[src/rtl/step_shift_unit_if.sv]
// Bus bundle for step_shift_unit: control/data inputs and register/mux outputs.
interface step_shift_unit_if #(
    parameter int unsigned WIDTH = 16
);
    logic             step;
    logic             auto_en;
    logic             dir;
    logic             load;
    logic [WIDTH-1:0] seed;
    logic [WIDTH-1:0] d_in;
    logic [1:0]       out_sel;
    logic [WIDTH-1:0] q;
    logic [WIDTH-1:0] edge_out;
    logic [7:0]       step_cnt;
    logic [WIDTH-1:0] mux_out;

    modport master (
        output step, auto_en, dir, load, seed, d_in, out_sel,
        input  q, edge_out, step_cnt, mux_out
    );

    modport slave (
        input  step, auto_en, dir, load, seed, d_in, out_sel,
        output q, edge_out, step_cnt, mux_out
    );
endinterface

[src/rtl/step_shift_unit.sv]
// Stepping rotate register with rising-edge detect, step counter and output mux.
// Define STEP_SHIFT_AUTO_EN to build the timed auto-step tick counter.
module step_shift_unit #(
    parameter int unsigned     WIDTH    = 16,
    parameter logic [WIDTH-1:0] INIT    = {{(WIDTH-1){1'b0}}, 1'b1},
    parameter int unsigned     TICK_DIV = 50_000_000
) (
    input logic             clk,
    input logic             rst,
    step_shift_unit_if.slave bus
);
    localparam int unsigned EW = (WIDTH > 8) ? WIDTH : 8;

    logic [WIDTH-1:0] q, q_next, edge_r, rot;
    logic [7:0]       cnt, cnt_next;
    logic             step_d;
    logic             auto_eff, tick_hit, step_evt;
    logic [EW-1:0]    cnt_ext;

`ifdef STEP_SHIFT_AUTO_EN
    localparam int unsigned     TW        = (TICK_DIV > 1) ? $clog2(TICK_DIV) : 1;
    localparam logic [TW-1:0]   TICK_LAST = TW'(TICK_DIV - 1);

    logic [TW-1:0] tick_cnt;

    assign auto_eff = bus.auto_en;
    assign tick_hit = bus.auto_en && (tick_cnt == TICK_LAST);

    always_ff @(posedge clk) begin
        if (!rst)
            tick_cnt <= '0;
        else if (!bus.auto_en || tick_hit)
            tick_cnt <= '0;
        else
            tick_cnt <= tick_cnt + 1'b1;
    end
`else
    // TICK_DIV >= 2, so this is constant 0; auto_en stays referenced but inert.
    assign auto_eff = bus.auto_en & (TICK_DIV == 0);
    assign tick_hit = 1'b0;
`endif

    assign step_evt = (!auto_eff && bus.step && !step_d) || tick_hit;
    assign rot      = bus.dir ? {q[0], q[WIDTH-1:1]} : {q[WIDTH-2:0], q[WIDTH-1]};

    always_comb begin
        q_next   = q;
        cnt_next = cnt;
        if (bus.load) begin
            q_next   = bus.seed;
            cnt_next = '0;
        end else if (step_evt) begin
            q_next   = rot;
            cnt_next = cnt + 8'd1;
        end
    end

    // step_d resets high so a button held through reset release is not a step.
    always_ff @(posedge clk) begin
        if (!rst) begin
            q      <= INIT;
            edge_r <= '0;
            cnt    <= '0;
            step_d <= 1'b1;
        end else begin
            q      <= q_next;
            edge_r <= q_next & ~q;
            cnt    <= cnt_next;
            step_d <= bus.step;
        end
    end

    assign cnt_ext = EW'(cnt);

    always_comb begin
        bus.mux_out = q;
        unique case (bus.out_sel)
            2'b00: bus.mux_out = q;
            2'b01: bus.mux_out = edge_r;
            2'b10: bus.mux_out = bus.d_in;
            2'b11: bus.mux_out = cnt_ext[WIDTH-1:0];
            default: bus.mux_out = q;
        endcase
    end

    assign bus.q        = q;
    assign bus.edge_out = edge_r;
    assign bus.step_cnt = cnt;
endmodule
[src/flat_wrapper.sv]
// flat-port wrapper written by rule: the top's interface ports become plain ports
module step_shift_unit_flat 
#(
    parameter int unsigned     WIDTH    = 16,
    parameter logic [WIDTH-1:0] INIT    = {{(WIDTH-1){1'b0}}, 1'b1},
    parameter int unsigned     TICK_DIV = 50_000_000
)
  (clk, rst, bus_step, bus_auto_en, bus_dir, bus_load, bus_seed, bus_d_in, bus_out_sel, bus_q, bus_edge_out, bus_step_cnt, bus_mux_out);
  step_shift_unit_if #(.WIDTH(WIDTH)) bus_i ();
  input logic clk;
  input logic rst;
  input wire logic [$bits(bus_i.step)-1:0] bus_step;
  input wire logic [$bits(bus_i.auto_en)-1:0] bus_auto_en;
  input wire logic [$bits(bus_i.dir)-1:0] bus_dir;
  input wire logic [$bits(bus_i.load)-1:0] bus_load;
  input wire logic [$bits(bus_i.seed)-1:0] bus_seed;
  input wire logic [$bits(bus_i.d_in)-1:0] bus_d_in;
  input wire logic [$bits(bus_i.out_sel)-1:0] bus_out_sel;
  output wire logic [$bits(bus_i.q)-1:0] bus_q;
  output wire logic [$bits(bus_i.edge_out)-1:0] bus_edge_out;
  output wire logic [$bits(bus_i.step_cnt)-1:0] bus_step_cnt;
  output wire logic [$bits(bus_i.mux_out)-1:0] bus_mux_out;
  assign bus_i.step = bus_step;
  assign bus_i.auto_en = bus_auto_en;
  assign bus_i.dir = bus_dir;
  assign bus_i.load = bus_load;
  assign bus_i.seed = bus_seed;
  assign bus_i.d_in = bus_d_in;
  assign bus_i.out_sel = bus_out_sel;
  assign bus_q = bus_i.q;
  assign bus_edge_out = bus_i.edge_out;
  assign bus_step_cnt = bus_i.step_cnt;
  assign bus_mux_out = bus_i.mux_out;
  step_shift_unit #(.WIDTH(WIDTH), .INIT(INIT), .TICK_DIV(TICK_DIV)) u_core (.clk(clk), .rst(rst), .bus(bus_i));
endmodule
[config.mk]
export PLATFORM = sky130hd
export DESIGN_NAME = step_shift_unit_flat
export DESIGN_NICKNAME = d
export VERILOG_FILES = /design/src/rtl/step_shift_unit_if.sv /design/src/rtl/step_shift_unit.sv /design/src/flat_wrapper.sv
export SDC_FILE = /design/constraint.sdc
export NUM_CORES = 1
export LEC_CHECK = 0
export CAP_MARGIN = 30
export CORE_UTILIZATION = 43
export DETAILED_ROUTE_END_ITERATION = 7
export PLACE_DENSITY_LB_ADDON = 0.15
export SETUP_SLACK_MARGIN = 0.15
export SYNTH_ARGS = -nofsm -noshare
export SYNTH_HDL_FRONTEND = slang
export SYNTH_SLANG_ARGS = --single-unit
[constraint.sdc]
create_clock -name clk -period 1.6 [get_ports clk]
set_clock_uncertainty 0.2 [all_clocks]
set_input_delay 0.32 -clock clk [delete_from_list [all_inputs] [get_ports clk]]
set_output_delay 0.32 -clock clk [all_outputs]
set_load 0.02 [all_outputs]
==> results of run 1 <==
-- worst paths after layout --
| kind | end | slack, ps |
|---|---|---|
| max | bus_mux_out[7] | -170 |
| min | u_core.step_d$_SDFF_PN1_ | 280 |
| max reg2reg | u_core.bus.q[15]$_SDFF_PN0_ | 150 |
| min reg2reg | u_core.bus.edge_out[0]$_SDFF_PN0_ | 360 |
-- final cells by class --
| type | instances | area, um2 |
|---|---|---|
| inverters | 1 | 7.51 |
| clock buffers | 8 | 80.1 |
| multi-input cells | 207 | 1530 |
| flip-flops and latches | 41 | 861 |
| repair buffers | 167 | 1610 |
| well taps | 70 | 87.6 |
| fillers | 335 | 997 |
-- flip-flops by register name (all words and copies together) (netlist names) --
name	count
u_core.bus.edge_out	16
u_core.bus.q	16
u_core.bus.step_cnt	8
u_core.step_d	1
-- cell usage in the layout, fill, tap and decap left out, drive strengths merged, types with 2 or more instances in the layout --
cell,n
buf,131
nand2,42
dfxtp,41
o21ai,38
clkdlybuf4s50,25
nor2,24
a21oi,18
nand2b,16
and2,14
mux2,14
mux2i,10
dlygate4sd2,9
mux4,8
clkbuf,8
nor3,3
nand4,3
xor2,3
xnor2,3
nor3b,2
nor2b,2
clkdlybuf4s15,2
-- layer usage --
metal | part of all wire (%) | wire (um) | up-vias | track usage (%)
met2 | 52 | 4120 | 110 | 50.8
met5 | 0 | 0 | - | 0
met3 | 6.4 | 503 | 7 | 6.48
li1 | - | - | 1227 | -
met4 | 0.72 | 57 | 0 | 5.56
met1 | 41 | 3190 | 1215 | 32.3
-- logic make-up (layout without fill, tap and decap cells) --
| kind of cell | count (synthesis) | after routing |
|---|---|---|
| muxes | 32 | 32 |
| and+or+nand+nor | 109 | 109 |
| AOI/OAI and AO/OA | 59 | 59 |
| adders and majority gates | 1 | 1 |
| DFF | 41 | 41 |
| buffers and inverters | 20 | 176 |
| xor gates and xnor gates | 6 | 6 |
-- worst register-to-register path: cells and delay by family, from the launching register on --
kind,cells,cell delay [ps]
DFF,1,340
buffers and inverters,2,280
AOI/OAI and AO/OA,1,100
and+or+nand+nor,3,430
-- metrics by stage --
step | worst slack (ps) | power, mW | util (%) | cells
6_report | -167 | 2.62 | 80.7 | 494
2_1_floorplan | 91.6 | 1.51 | - | 268
4_1_cts | -162 | 2.55 | 76.5 | 491
3_5_place_dp | -970 | 1.88 | 72.1 | 468
3_3_place_gp | -958 | 1.87 | 72.1 | 468
5_1_grt | -202 | 2.73 | 80.7 | 494
-- power by group through the flow --
stage | clock (mW) | combinational, mW | sequential [mW]
6_report | 0.661 | 0.853 | 1.10
5_1_grt | 0.716 | 0.910 | 1.11
4_1_cts | 0.660 | 0.799 | 1.10
3_5_place_dp | 0 | 0.767 | 1.11
3_3_place_gp | 0 | 0.757 | 1.11
2_1_floorplan | 0 | 0.331 | 1.18
-- what timing repair did --
action,CTS,global route
gates cloned,3,0
setup endpoints to repair,96,79
setup buffers,12,3
resized for setup,333,88
pin swaps,4,4
==> summary.txt, run 1 <==
Finish
  – Share of layout cells above drive strength 1: 55.7%
  – N_diodes: 0
  – Nets@finish: about 460
  – Post-route cell area: ~4200 um2
  – Area grow syn2layout: 77.9%

Yosys
  – Post-Syn Nets: slightly above 300
  – Ys async rst share: 0%
  – EDFF count, synth: 0
  – FF+latch count, synth: 41
  – Post-Syn Area: 2350 um2
  – Syn Inst Count: 268
  – Most instantiated library cell after synthesis: nand2_1
  – Top FF cell, synth: dfxtp_1
  – Yosys top cell area share: a little over a third
  – Post-synthesis cell type count: 34
  – Synth Area in XOR/XNOR: 2.24%
  – Synth Area in Simple Gates: 23.3%
  – Mux contribution to synthesized area: 19.9%
  – Post-synth top cells: 42 x nand2_1, 41 x dfxtp_1, 30 x o21ai_0
  – Main combinational cell family by area after synthesis: simple AND/OR/NAND/NOR gates
  – Largest area contributor in the netlist: dfxtp_1
  – Synth top area cells: dfxtp_1 35%, mux4_2 7.7%, nand2_1 6.7%
  – Avg Synthesized Cell Area: 8.76 um2
  – Synth Area in Compound Gates: between 10% and 20%
  – Post-synthesis sequential area ratio: 35.0%
  – Area share of fa/ha/maj cells after synthesis: 0.533%
  – Yosys Warn Count: 0

Timing
  – Final slew viol count: 0
  – Tmin final: 1770 ps
  – Final setup margin: -167 ps
  – Final hold vios: 0
  – Unrepaired setup endpoints after global routing: yes
  – Hold Slack: 281 ps
  – Final Cycle Share: 110%
  – Actual slew at the worst max-slew pin: 326 ps
  – Setup-failing EPs final: 16
  – F_max: 0.566 GHz
  – Slew margin rel.: 78.2%
  – Setup TNS: -1590 ps

Setup path
  – Top Family by Delay on Critical Path: multiplexers
  – Critical Path Source: u_core.bus.step_cnt[7]$_SDFFE_PP0N_
  – R2r startpoint: u_core.step_d$_SDFF_PN1_
  – Critical path's largest stage delay: 470 ps
  – Critical-path top delay cell: mux4_2
  – Reg2Reg Depth: 6
  – Worst-path cell chain: mux4_2 > buf_6
  – WS Path Type: reg -> out
  – Crit. End Element: output port
  – Worst path buffer plus inverter count: 1
  – CP required: 1080 ps
  – Crit Path Max Fanout: 2
  – Levels on crit path: 2
  – Worst path arrival time: 1250 ps
  – CP Launch Type: flop

Min path
  – Hold path cells: 2
  – Hold WC Path Type: in -> reg
  – Min-delay src: bus_step

Floorplanning
  – Die height: roughly 76 um
  – Initial Utilization: 45.4%
  – Std cell rows: 26
  – Die ar.: between 5000 and 6000 um2
  – Die Wd: 75.9 um
  – CORE AREA: 5170 um2
  – # IOs: 96

Clock tree
  – Worst-Skew Late Latency: 290 ps
  – Max clock buf depth: 2
  – Htree depth: 2
  – CTS root buf: clkbuf_8
  – Total clock sinks: slightly above 40
  – Clock transition at path regs: 70 ps
  – CTS Buf Count: 5
  – CTS Hold Bufs: 0
  – CTS tree: done

Global routing
  – Initial antenna violation count: 0
  – Vias in the first global route: 2446
  – Wire length of the first global-routing pass: 11700 um
  – GRT Total Usage: ~28%
  – Total gr overflow: 0
  – Largest net degree at the start of global routing: 19

Routing
  – Avg Vias per Cell: 5.18
  – Final ANT Viol Nets: 0
  – Initial DRC count: 165
  – Vias: 2559
  – Final wirelength: 7870 um
  – DRC violation count after routing: 0
  – WL/cell: 15.9 um
  – Router iterations before antenna repair: 4

Power
  – Sequential Power Share: 42.2%
  – LEAKAGE: 1.82 nW
  – VDD IR max: 0.465 mV
  – Int Power: 1.85 mW
  – Logic pwr share: 32.6%
  – PwrDens: 627 nW/um2
  – Net Sw Frac: about 29%
  – P_sw: approximately 0.77 mW
  – Clock power share: between 20% and 30%

Status
  – Failing checks: negative setup slack
  – Status: finished with violations

Placement
  – GPL Wtd Cong: about 0.8
  – Dpl cell area: approximately 3700 um2
  – DP Wirelength: between 4000 and 5000 um
  – Buffers on Ports: 94

Job
  – Maxcap violations: 0
No activity file was read; power rests on OpenSTA's default activity.
==> run 2: changes to the inputs <==
TNS_END_PERCENT = 50   (was not set)
==> run 2 against run 1 <==
Compared with the run above: wire length shrank 7.4%; the flow still finishes with violations (negative setup slack); global-route usage decreased by 2.1 points; sequential share of layout area rose by 0.69 points.
==> summary.txt, run 2 (synthesis gave the netlist of run 1 again) <==
Status
  – Status: finished with violations
  – Failing checks: negative setup slack

Power
  – Sequential Power Share: 42.4%
  – PwrDens: 652 nW/um2
  – Clock power share: 25.9%
  – LEAKAGE: 1.77 nW
  – Net Sw Frac: 29.9%
  – VDD IR max: 0.395 mV
  – P_sw: 0.776 mW
  – Int Power: between 1.5 and 2 mW
  – Logic pwr share: 31.7%

Timing
  – Final setup margin: -179 ps
  – Setup TNS: -1580 ps
  – Unrepaired setup endpoints after global routing: yes
  – Hold Slack: 261 ps
  – Final hold vios: 0
  – Final Cycle Share: 111%
  – Final slew viol count: 0
  – Slew margin rel.: a little over four fifths
  – Tmin final: roughly 1800 ps
  – Actual slew at the worst max-slew pin: 228 ps
  – F_max: 0.562 GHz
  – Setup-failing EPs final: 16

Clock tree
  – Htree depth: 2
  – CTS root buf: clkbuf_8
  – CTS Buf Count: 5
  – Worst-Skew Late Latency: 300 ps
  – CTS Hold Bufs: 0
  – Clock transition at path regs: 90 ps
  – Max clock buf depth: 2
  – CTS tree: done
  – Total clock sinks: 41

Floorplanning
  – Die ar.: 5760 um2
  – Std cell rows: 26
  – Initial Utilization: 45.4%
  – CORE AREA: 5170 um2
  – Die Wd: around 76 um
  – # IOs: 96
  – Die height: 75.9 um

Finish
  – Most common cell after layout, fill and taps aside: buf_4
  – N_diodes: 0
  – Most frequent cells in the layout: 64 x buf_4, 38 x buf_6, 36 x nand2_1
  – Post-route cell area: 3990 um2
  – Share of layout cells above drive strength 1: 50.7%
  – Fill count: 390
  – Nets@finish: 456
  – Area grow syn2layout: 69.9%

Routing
  – Initial DRC count: 134
  – DRC violation count after routing: 0
  – WL/cell: 15.0 um
  – Final wirelength: 7290 um
  – Avg Vias per Cell: 5.15
  – Final ANT Viol Nets: 0
  – Router iterations before antenna repair: 4
  – Vias: 2503

Setup path
  – Critical path's largest stage delay: 470 ps
  – WS Path Type: reg -> out
  – Critical-path top delay cell: mux4_2
  – Crit. End Element: output port
  – CP Launch Type: flop
  – Top Family by Delay on Critical Path: multiplexers
  – Worst path buffer plus inverter count: 1
  – Worst-path cell chain: mux4_2 > buf_6
  – CP required: 1080 ps
  – Crit Path Max Fanout: 2
  – Worst path arrival time: 1260 ps

Global routing
  – Total gr overflow: 0
  – GRT Total Usage: 25.4%
  – Wire length of the first global-routing pass: 10900 um
  – Vias in the first global route: 2328
  – Largest net degree at the start of global routing: 18
  – Initial antenna violation count: 0

Placement
  – Dpl cell area: 3760 um2
  – DP Wirelength: 5190 um
  – GPL Wtd Cong: between 0.8 and 0.9
  – Buffers on Ports: 94
  – DP Worst Slack: -980 ps

Min path
  – Hold WC Path Type: in -> reg

Job
  – Maxcap violations: 0
[run 2: changes by cell type in the layout (fill, tap and decap cells not counted), moves of 3 or more]
cell,before,now
a21oi_2,3,0
dfxtp_1,9,18
buf_6,56,38
a21oi_1,15,18
clkbuf_1,3,0
buf_4,54,64
dfxtp_2,32,23
[run 2: metal layers]
layer | up-vias | share of wire (%) | track usage (%)
met2 | 93 | 52 | 45.9
met3 | 6 | 6.2 | 5.56
met5 | - | 0 | 0
li1 | 1211 | - | -
met1 | 1193 | 41 | 31.2
met4 | 0 | 0.74 | 4.32
[run 2: metrics by stage]
step / util (%) / power (mW) / cells
detailed placement: 72.7 / 1.89 / 472
finish: 77.1 / 2.60 / 486
global placement: 72.7 / 1.87 / 472
global route: 77.1 / 2.73 / 486
CTS: 73.9 / 2.56 / 482
floorplan: - / 1.51 / 268
[run 2: repair_timing]
item                       CTS  global route
setup buffers                1             3
cloned                       1             1
setup endpoints to repair   96            85
gates resized for setup    301            62
pin swaps                    0             3
[run 2: final timing paths]
check                             start                                end  slack, ps  cells after the start
max          u_core.bus.q[3]$_SDFF_PN0_                     bus_mux_out[3]       -180                      2
min                            bus_step           u_core.step_d$_SDFF_PN1_        260                      2
max reg2reg    u_core.step_d$_SDFF_PN1_        u_core.bus.q[14]$_SDFF_PN0_        190                      6
min reg2reg  u_core.bus.q[1]$_SDFF_PN0_  u_core.bus.edge_out[1]$_SDFF_PN0_        360                      2
[run 2: area by class of cell]
class                   instances  area [um2]  area share [%]
inverters                       1        7.51           0.188
well taps                      70        87.6            2.20
clock inverters                 3        17.5           0.439
clock buffers                   5        68.8            1.73
flip-flops and latches         41         850            21.3
repair buffers                159        1480            37.1
multi-input cells             207        1480            37.1
[run 2: power by group through the flow]
stage	registers [mW]	clock network [mW]	logic, mW
final	1.10	0.673	0.825
after detailed placement	1.11	0	0.775
after CTS	1.10	0.684	0.779
after global routing	1.11	0.739	0.881
after floorplan	1.18	0	0.331
after global placement	1.11	0	0.762
